<file path="config.mk">
export PLATFORM = sky130hd
export DESIGN_NAME = multicycle_ctrl
export DESIGN_NICKNAME = d
export VERILOG_FILES = /design/src/rtl/multicycle_ctrl.sv
export SDC_FILE = /design/constraint.sdc
export NUM_CORES = 1
export LEC_CHECK = 0
export CORE_MARGIN = 2
export CORE_UTILIZATION = 45
export CTS_CLUSTER_DIAMETER = 120
export DETAILED_ROUTE_END_ITERATION = 12
export MAX_ROUTING_LAYER = met4
export PLACE_DENSITY = 0.73
export SLEW_MARGIN = 25
export SYNTH_ARGS = -nofsm -noshare
export SYNTH_HDL_FRONTEND = slang
export SYNTH_SLANG_ARGS = --single-unit
</file>
<file path="constraint.sdc">
create_clock -name clk -period 2.1 [get_ports clk]
set_input_delay 0.42 -clock clk [delete_from_list [all_inputs] [get_ports clk]]
set_output_delay 0.42 -clock clk [all_outputs]
set_load 0.01 [all_outputs]
</file>
<file path="src/rtl/multicycle_ctrl.sv">
// multicycle_ctrl: FETCH/DECODE/EXEC/MEM/WB sequencer for a multicycle RV32I core
// Ports: clk/reset_n; imem_req_o/imem_valid_i/insn_i fetch handshake;
// insn_o/opcode_o latched instruction; br_taken_i branch result (EXEC);
// alu_src_a_o/alu_src_b_o operand selects; dmem_req_o/dmem_we_o/dmem_valid_i
// data handshake; rf_we_o/wb_sel_o writeback; pc_we_o/pc_sel_o PC update;
// retire_o/retire_cnt_o retirement; trap_o/trap_cause_o sticky trap.
module multicycle_ctrl #(
  parameter int DWIDTH  = 32,
  parameter int TIMEOUT = 16
) (
  input  logic              clk,
  input  logic              reset_n,
  output logic              imem_req_o,
  input  logic              imem_valid_i,
  input  logic [DWIDTH-1:0] insn_i,
  output logic [DWIDTH-1:0] insn_o,
  output logic [6:0]        opcode_o,
  input  logic              br_taken_i,
  output logic              alu_src_a_o,
  output logic              alu_src_b_o,
  output logic              dmem_req_o,
  output logic              dmem_we_o,
  input  logic              dmem_valid_i,
  output logic              rf_we_o,
  output logic [1:0]        wb_sel_o,
  output logic              pc_we_o,
  output logic              pc_sel_o,
  output logic              retire_o,
  output logic [31:0]       retire_cnt_o,
  output logic              trap_o,
  output logic [1:0]        trap_cause_o
);
  localparam logic [2:0] S_IDLE   = 3'd0;
  localparam logic [2:0] S_FETCH  = 3'd1;
  localparam logic [2:0] S_DECODE = 3'd2;
  localparam logic [2:0] S_EXEC   = 3'd3;
  localparam logic [2:0] S_MEM    = 3'd4;
  localparam logic [2:0] S_WB     = 3'd5;
  localparam logic [2:0] S_TRAP   = 3'd6;
  localparam logic [6:0] OP_LUI   = 7'b0110111;
  localparam logic [6:0] OP_AUIPC = 7'b0010111;
  localparam logic [6:0] OP_JAL   = 7'b1101111;
  localparam logic [6:0] OP_JALR  = 7'b1100111;
  localparam logic [6:0] OP_BR    = 7'b1100011;
  localparam logic [6:0] OP_LOAD  = 7'b0000011;
  localparam logic [6:0] OP_STORE = 7'b0100011;
  localparam logic [6:0] OP_IMM   = 7'b0010011;
  localparam logic [6:0] OP_REG   = 7'b0110011;
  localparam bit          TO_EN     = TIMEOUT != 0;
  localparam logic [31:0] WAIT_LAST = 32'(TIMEOUT - 1);
  logic [2:0]  state, state_nx;
  logic [1:0]  cause_nx;
  logic [31:0] wait_cnt;
  logic        is_br, is_ld, is_st, is_jump, legal, timed_out;
  logic        in_exec, in_mem, in_wb, br_done, st_done;
  logic [2:0]  funct3;
  logic [6:0]  funct7;
  assign opcode_o = insn_o[6:0];
  assign funct3   = insn_o[14:12];
  assign funct7   = insn_o[31:25];
  assign is_br    = opcode_o == OP_BR;
  assign is_ld    = opcode_o == OP_LOAD;
  assign is_st    = opcode_o == OP_STORE;
  assign is_jump  = opcode_o == OP_JAL || opcode_o == OP_JALR;
  // Shift-immediate forms carry funct7 in the immediate field and must be checked.
  assign legal = opcode_o == OP_IMM ? !(funct3 == 3'd1 && funct7 != 7'h00) &&
                                      !(funct3 == 3'd5 && funct7 != 7'h00 && funct7 != 7'h20)
               : opcode_o inside {OP_LUI, OP_AUIPC, OP_JAL, OP_JALR, OP_BR,
                                  OP_LOAD, OP_STORE, OP_REG};
  // The current wait cycle is the TIMEOUT-th one; a valid in this cycle still wins.
  assign timed_out = TO_EN && wait_cnt == WAIT_LAST;
  always_comb begin
    state_nx = state;
    cause_nx = trap_cause_o;
    case (state)
      S_IDLE:   state_nx = S_FETCH;
      S_FETCH:  begin
        state_nx = imem_valid_i ? S_DECODE : timed_out ? S_TRAP : S_FETCH;
        cause_nx = !imem_valid_i && timed_out ? 2'd2 : trap_cause_o;
      end
      S_DECODE: begin
        state_nx = legal ? S_EXEC : S_TRAP;
        cause_nx = legal ? trap_cause_o : 2'd1;
      end
      S_EXEC:   state_nx = is_br ? S_FETCH : (is_ld || is_st) ? S_MEM : S_WB;
      S_MEM:    begin
        state_nx = dmem_valid_i ? (is_st ? S_FETCH : S_WB) : timed_out ? S_TRAP : S_MEM;
        cause_nx = !dmem_valid_i && timed_out ? 2'd3 : trap_cause_o;
      end
      S_WB:     state_nx = S_FETCH;
      S_TRAP:   state_nx = S_TRAP;
      default:  state_nx = S_IDLE;
    endcase
  end
  always_ff @(posedge clk or negedge reset_n) begin
    if (!reset_n) begin
      state        <= S_IDLE;
      insn_o       <= DWIDTH'(32'h0000_0013);
      retire_cnt_o <= '0;
      trap_cause_o <= '0;
      wait_cnt     <= '0;
    end else begin
      state        <= state_nx;
      trap_cause_o <= cause_nx;
      if (state == S_FETCH && imem_valid_i) insn_o <= insn_i;
      if (retire_o) retire_cnt_o <= retire_cnt_o + 32'd1;
      // Cleared whenever a wait ends, so every FETCH/MEM entry starts from zero.
      wait_cnt <= ((state == S_FETCH && !imem_valid_i) || (in_mem && !dmem_valid_i))
                  ? wait_cnt + 32'd1 : '0;
    end
  end
  assign in_exec     = state == S_EXEC;
  assign in_mem      = state == S_MEM;
  assign in_wb       = state == S_WB;
  assign br_done     = in_exec && is_br;
  assign st_done     = in_mem && is_st && dmem_valid_i;
  assign imem_req_o  = state == S_FETCH;
  assign dmem_req_o  = in_mem;
  assign dmem_we_o   = in_mem && is_st;
  assign alu_src_a_o = in_exec && (opcode_o == OP_AUIPC || opcode_o == OP_JAL || is_br);
  assign alu_src_b_o = in_exec && opcode_o != OP_REG;
  assign rf_we_o     = in_wb && insn_o[11:7] != 5'd0;
  assign wb_sel_o    = !in_wb ? 2'b00 : is_ld ? 2'b01 : is_jump ? 2'b10 : 2'b00;
  assign pc_we_o     = br_done || st_done || in_wb;
  assign pc_sel_o    = br_done ? br_taken_i : in_wb && is_jump;
  assign retire_o    = pc_we_o;
  assign trap_o      = state == S_TRAP;
endmodule

</file>
# Yosys cells after proc, flatten, opt, wreduce, memory -nomap -nowiden
# Cells that the tools add are included.
# classes
n_addsub	2
n_eq_ne	23
muxes	19
reduce_logical	34
# op_table
op	count
32-bit by 1-bit adder with 32-bit output (second input constant)	2
32-bit by 4-bit equality test with 1-bit output (second input constant)	1
32-bit two-way mux	1
7-bit by 6-bit equality test with 1-bit output (second input constant)	3
7-bit equality test (second input constant)	3
3-bit two-way mux	6
3-bit one-hot mux with 6 select lines	1
1-bit logical AND	16
7-bit by 5-bit equality test with 1-bit output (second input constant)	2
2-bit two-way mux	7
7-bit by 6-bit != test with 1-bit output (second input constant)	2
3-bit equality test (second input constant)	4
8-bit nonzero test	1
7-bit by 2-bit equality test with 1-bit output (second input constant)	1
1-bit logical OR	7
7-bit nonzero test	1
3-bit by 1-bit equality test with 1-bit output (second input constant)	2
3-bit by 2-bit equality test with 1-bit output (second input constant)	2
2-bit one-hot mux with 3 select lines	1
5-bit nonzero test	1
1-bit logical NOT	4
2-bit by 1-bit != test with 1-bit output (second input constant)	2
4-bit AND reduction	1
3-bit logical NOT	1
4 further kinds	6
# totals
ff_bits	101
in_bits	37
out_inout_bits	85
wordCells	83

# Logic depth before layout (Yosys ltp)
# depth
depth_word	8
mapped_depth	7
depth_no_buf	6

# Worst setup path before layout
# No wires, ideal clock.
# synth_path
path_type	reg2out
start	reg insn_o[4]
end	out retire_o
arrival_time_ns	1.702
t_required_ns	1.680
slack_ns	-0.022
path_stages_with_launch	7
n_path_buf	2
path_cell_list	dfstp_2 -> and4b_1 -> clkbuf_2 -> a41o_1 -> nor2_4 -> inv_1 -> buf_4
# synth_via
elab_chain_cells	5
# synth_lines
item	line	rtl
from (decl)	16	output logic [DWIDTH-1:0] insn_o,
from (signal assigned)	98	insn_o <= DWIDTH'(32'h0000_0013);
from (signal assigned)	105	if (state == S_FETCH && imem_valid_i) insn_o <= insn_i;
7-bit by 6-bit equality test with 1-bit output	63	assign is_st = opcode_o == OP_STORE;
1-bit logical AND (2 in series)	116	assign st_done = in_mem && is_st && dmem_valid_i;
1-bit logical OR (*) (2 in series)	124	assign pc_we_o = br_done || st_done || in_wb;
to (decl)	28	output logic retire_o,
# Every way passes the cells marked *; elsewhere a longest branch is shown, timed or not.

# Worst setup path in the final report
# layout_path
start	reg insn_o[4]
end	out alu_src_a_o
# layout_via
elab_chain_cells	4
# layout_lines
item	line	rtl
7-bit by 5-bit equality test with 1-bit output / 7-bit equality test (equally long branches)	120	assign alu_src_a_o = in_exec && (opcode_o == OP_AUIPC || opcode_o == OP_JAL || is_br);
1-bit logical OR	120	
1-bit logical OR (*)	120	
1-bit logical AND (*)	120	
to (decl)	19	output logic alu_src_a_o,
# Marked as above.

==> impl_metrics.yaml <==
outcome:
  violations: "setup timing"
  status: "complete, but fails checks"
synthesis:
  synth.ff_latch_count: 101
  synth_top_area_cell: "dfrtp_1"
  synth_most_common_cell: "dfrtp_1"
  synth_top_area_share_pct: 50.09
  async_reset_ff_share_pct: 100.0
  yosys_warnings: 0
  ys_top_cells_by_count: "dfrtp_1 (98), nor2_1 (49), xor2_1 (38)"
  synth.area.mux_share_pct: 7.335
  synth-simple-area-share_pct: 23.26
  synthesis.nets: 491
  synthAdderAreaFrac_pct: 0.5111
  ys.flop_type: "dfrtp_1"
  synth_area_leaders: "dfrtp_1 (50%), mux2_2 (7.1%), xor2_1 (6.8%)"
  synth_compound_gate_area_share_pct: 3.578
  avgSynthCellArea_um2: 10.83
  synth_cells: 452
  ys_seq_area_share_pct: 51.70
  netlist_area_um2: 4896
  synth_top_family_by_area: "simple AND/OR/NAND/NOR gates"
  synth-edff-count: 0
  synth_xor_area_share_pct: 10.73
  synth.distinct_cells: 54
drt:
  dr.first_iter.drc_count: 265
  vias: 4041
  antenna_left: 0
  firstDrtPassIters: 4
  routed_via_density: 5.317
  drc_errors: 0
  post_drt_wl_per_cell_um: 15.84
  finalWirelength_mm: 12.04
sta:
  tns_ns: -0.1153
  rsz0062_at_grt: "true"
  min_period_ns: 2.150
  setup_ws_ns: -0.05046
  timing.final.crit_share_pct: 102.4
  hold_viol: 0
  slew_headroom_pct: 50.32
  fin_skew_ns: 0.009233
  slew_violations: 0
  setup_viol_count_final: 3
  timing.fmax_mhz: 465.0
  tightest_slew_ns: 0.7435
pwr:
  power_frac_seq_pct: 38.0
  p_int_mw: 4.753
  power.switching_fraction_pct: 33.38
  vdd_drop_max_v: 0.0005809
  clkPwrFrac_pct: 17.2
  cellPowerDensity_nw_per_um2: 1039
  leakage_nw: 3.003
  p_sw_mw: 2.381
  p_comb_share_pct: 44.8
final_layout:
  multi_input_area_um2: 2325
  final_nets: 654
  drive_above_1_share_pct: 23.06
  diodes: 0
  regArea_um2: 2532
  fillers: 860
  syn2layout_area_growth_pct: 40.28
  final_util_pct: 63.91
clock_network:
  cts.sinks: 101
  root_buffer: "clkbuf_8"
  cts.hold.buffers_added: 0
  cts_buffer_depth: 2
  cts_buffers: 9
  path_clk_slew_ns: 0.10
  htree_levels: 3
  insertion_delay_ns: 0.36
  cts_tree: "done"
worst_setup_path:
  crit_type: "register to primary output"
  cp.arrival_ns: 1.73
  worstPathRequired_ns: 1.68
  cp_max_fo: 3
  worstSetupEndpointType: "primary output"
  r2r_slack_ns: 0.03
  start_kind: "register"
grt:
  grt_max_degree: 37
  grt-ovfl-total: 0
  grt_pass1_vias: 4005
  grtUsageTotal_pct: 21.98
  antenna_found_initial: 0
  grt_pass1_wl_mm: 19.78
floorplanning:
  fp-row-count: 38
  initial_utilization_pct: 45.56
  die_x_um: 108.3
  io_pins: 122
  die_area_um2: 11730
  fp.dieH_um: 108.3
  core_um2: 10750
placed_design:
  globalplace.congestion: 0.9060
  dp_hpwl_mm: 8.644
  io_buffers: 121
run:
  drv_cap: 0
worst_hold_path:
  hold_class: "input pin to async pin"
## layout by cell type (no fill, tap or decap), types with 3 or more instances in the layout
cell and instances:
nand4_1 20, nor2_1 46, and4_1 5, inv_1 4, dlygate4sd2_1 5, nor4_1 10
a21oi_1 4, buf_12 3, nand3_1 20, buf_6 7, nand2b_1 5, dfstp_2 3
xor2_1 38, clkbuf_8 9, and2_1 4, buf_4 46, xnor2_1 22, nor3_1 9
buf_2 6, clkdlybuf4s50_1 106, nand2_1 34, mux2_2 31, dfrtp_1 97, and3_1 11
o21ai_0 5, nor2b_1 6
## timing repair
action	in CTS	in global routing
pin swaps	3	10
gates resized for setup	54	22
buffers inserted	7	5
setup endpoints to repair	20	16
hold endpoints to repair	0	0
## final cells by class
class	instances	area share (%)
clock buffer	11	1.913
sequential	101	36.87
clock inverter	5	0.8380
inverter	6	0.3279
timing repair buffer	174	23.65
tap	140	2.551
multi-input combinational	323	33.85
## kinds of logic (layout without fill, tap and decap cells)
family                   count (synthesis)  count (layout)
buffers and inverters                   28             196
AO/OA/AOI/OAI                           25              25
XOR/XNOR                                60              60
multiplexers                            32              32
flip-flops                             101             101
AND/OR/NAND/NOR                        204             204
adder cells (fa/ha/maj)                  2               2
## worst max-delay path, cell delays in order, from the launching register on
cell and delay [ns]:
dfstp_2 0.57, buf_6 0.11, buf_6 0.10, nand4bb_1 0.10, o21ai_1 0.09, mux2i_1 0.08, nor3_1 0.15, buf_2 0.18
## sequential cells by signal, indices dropped and copies added, names as in the netlist
name / count
state: 3
retire_cnt_o: 32
insn_o: 32
trap_cause_o: 2
wait_cnt: 32
## final timing paths
check	to	from	cells after the start
min in group clk	retire_cnt_o[31]	retire_cnt_o[31]	1
max reg2reg	retire_cnt_o[5]	insn_o[4]	8
max	alu_src_a_o	insn_o[4]	7
min	insn_o[6]	reset_n	1
max in group asynchronous	wait_cnt[9]	reset_n	2
min reg2reg	retire_cnt_o[31]	retire_cnt_o[31]	1
## power groups by stage
| stage | clock, mW | sequential (mW) | combinational [mW] |
|---|---|---|---|
| floorplan | 0 | 2.88 | 1.21 |
| CTS | 1.26 | 2.70 | 3.08 |
| finish | 1.23 | 2.71 | 3.20 |
| detailed placement | 0 | 2.73 | 2.99 |
| global route | 1.37 | 2.78 | 3.46 |
| global placement | 0 | 2.70 | 2.93 |
## per-stage QoR
stage	power [mW]	worst slack (ns)	instance area [um^2]	cells	hold slack, ns
floorplan	4.088	0.002144	4896	452	0.1244
global placement	5.629	-0.3303	6496	732	0.4060
finish	7.134	-0.05046	6868	760	0.009673
detailed placement	5.722	-0.2485	6501	732	0.4075
CTS	7.040	-0.1422	6743	755	0.009107
global route	7.608	-0.1314	6868	760	0.01973
## metal layers
metal	routed length (um)	track usage [%]	share of wire, %	vias up
met2	5802	34.19	48	120
met5	0	-	0	-
met1	5407	29.29	45	1993
met3	664	4.400	5.5	13
met4	165	6.685	1.4	0
li1	-	-	-	1915
(Power assumes the default switching activity.)
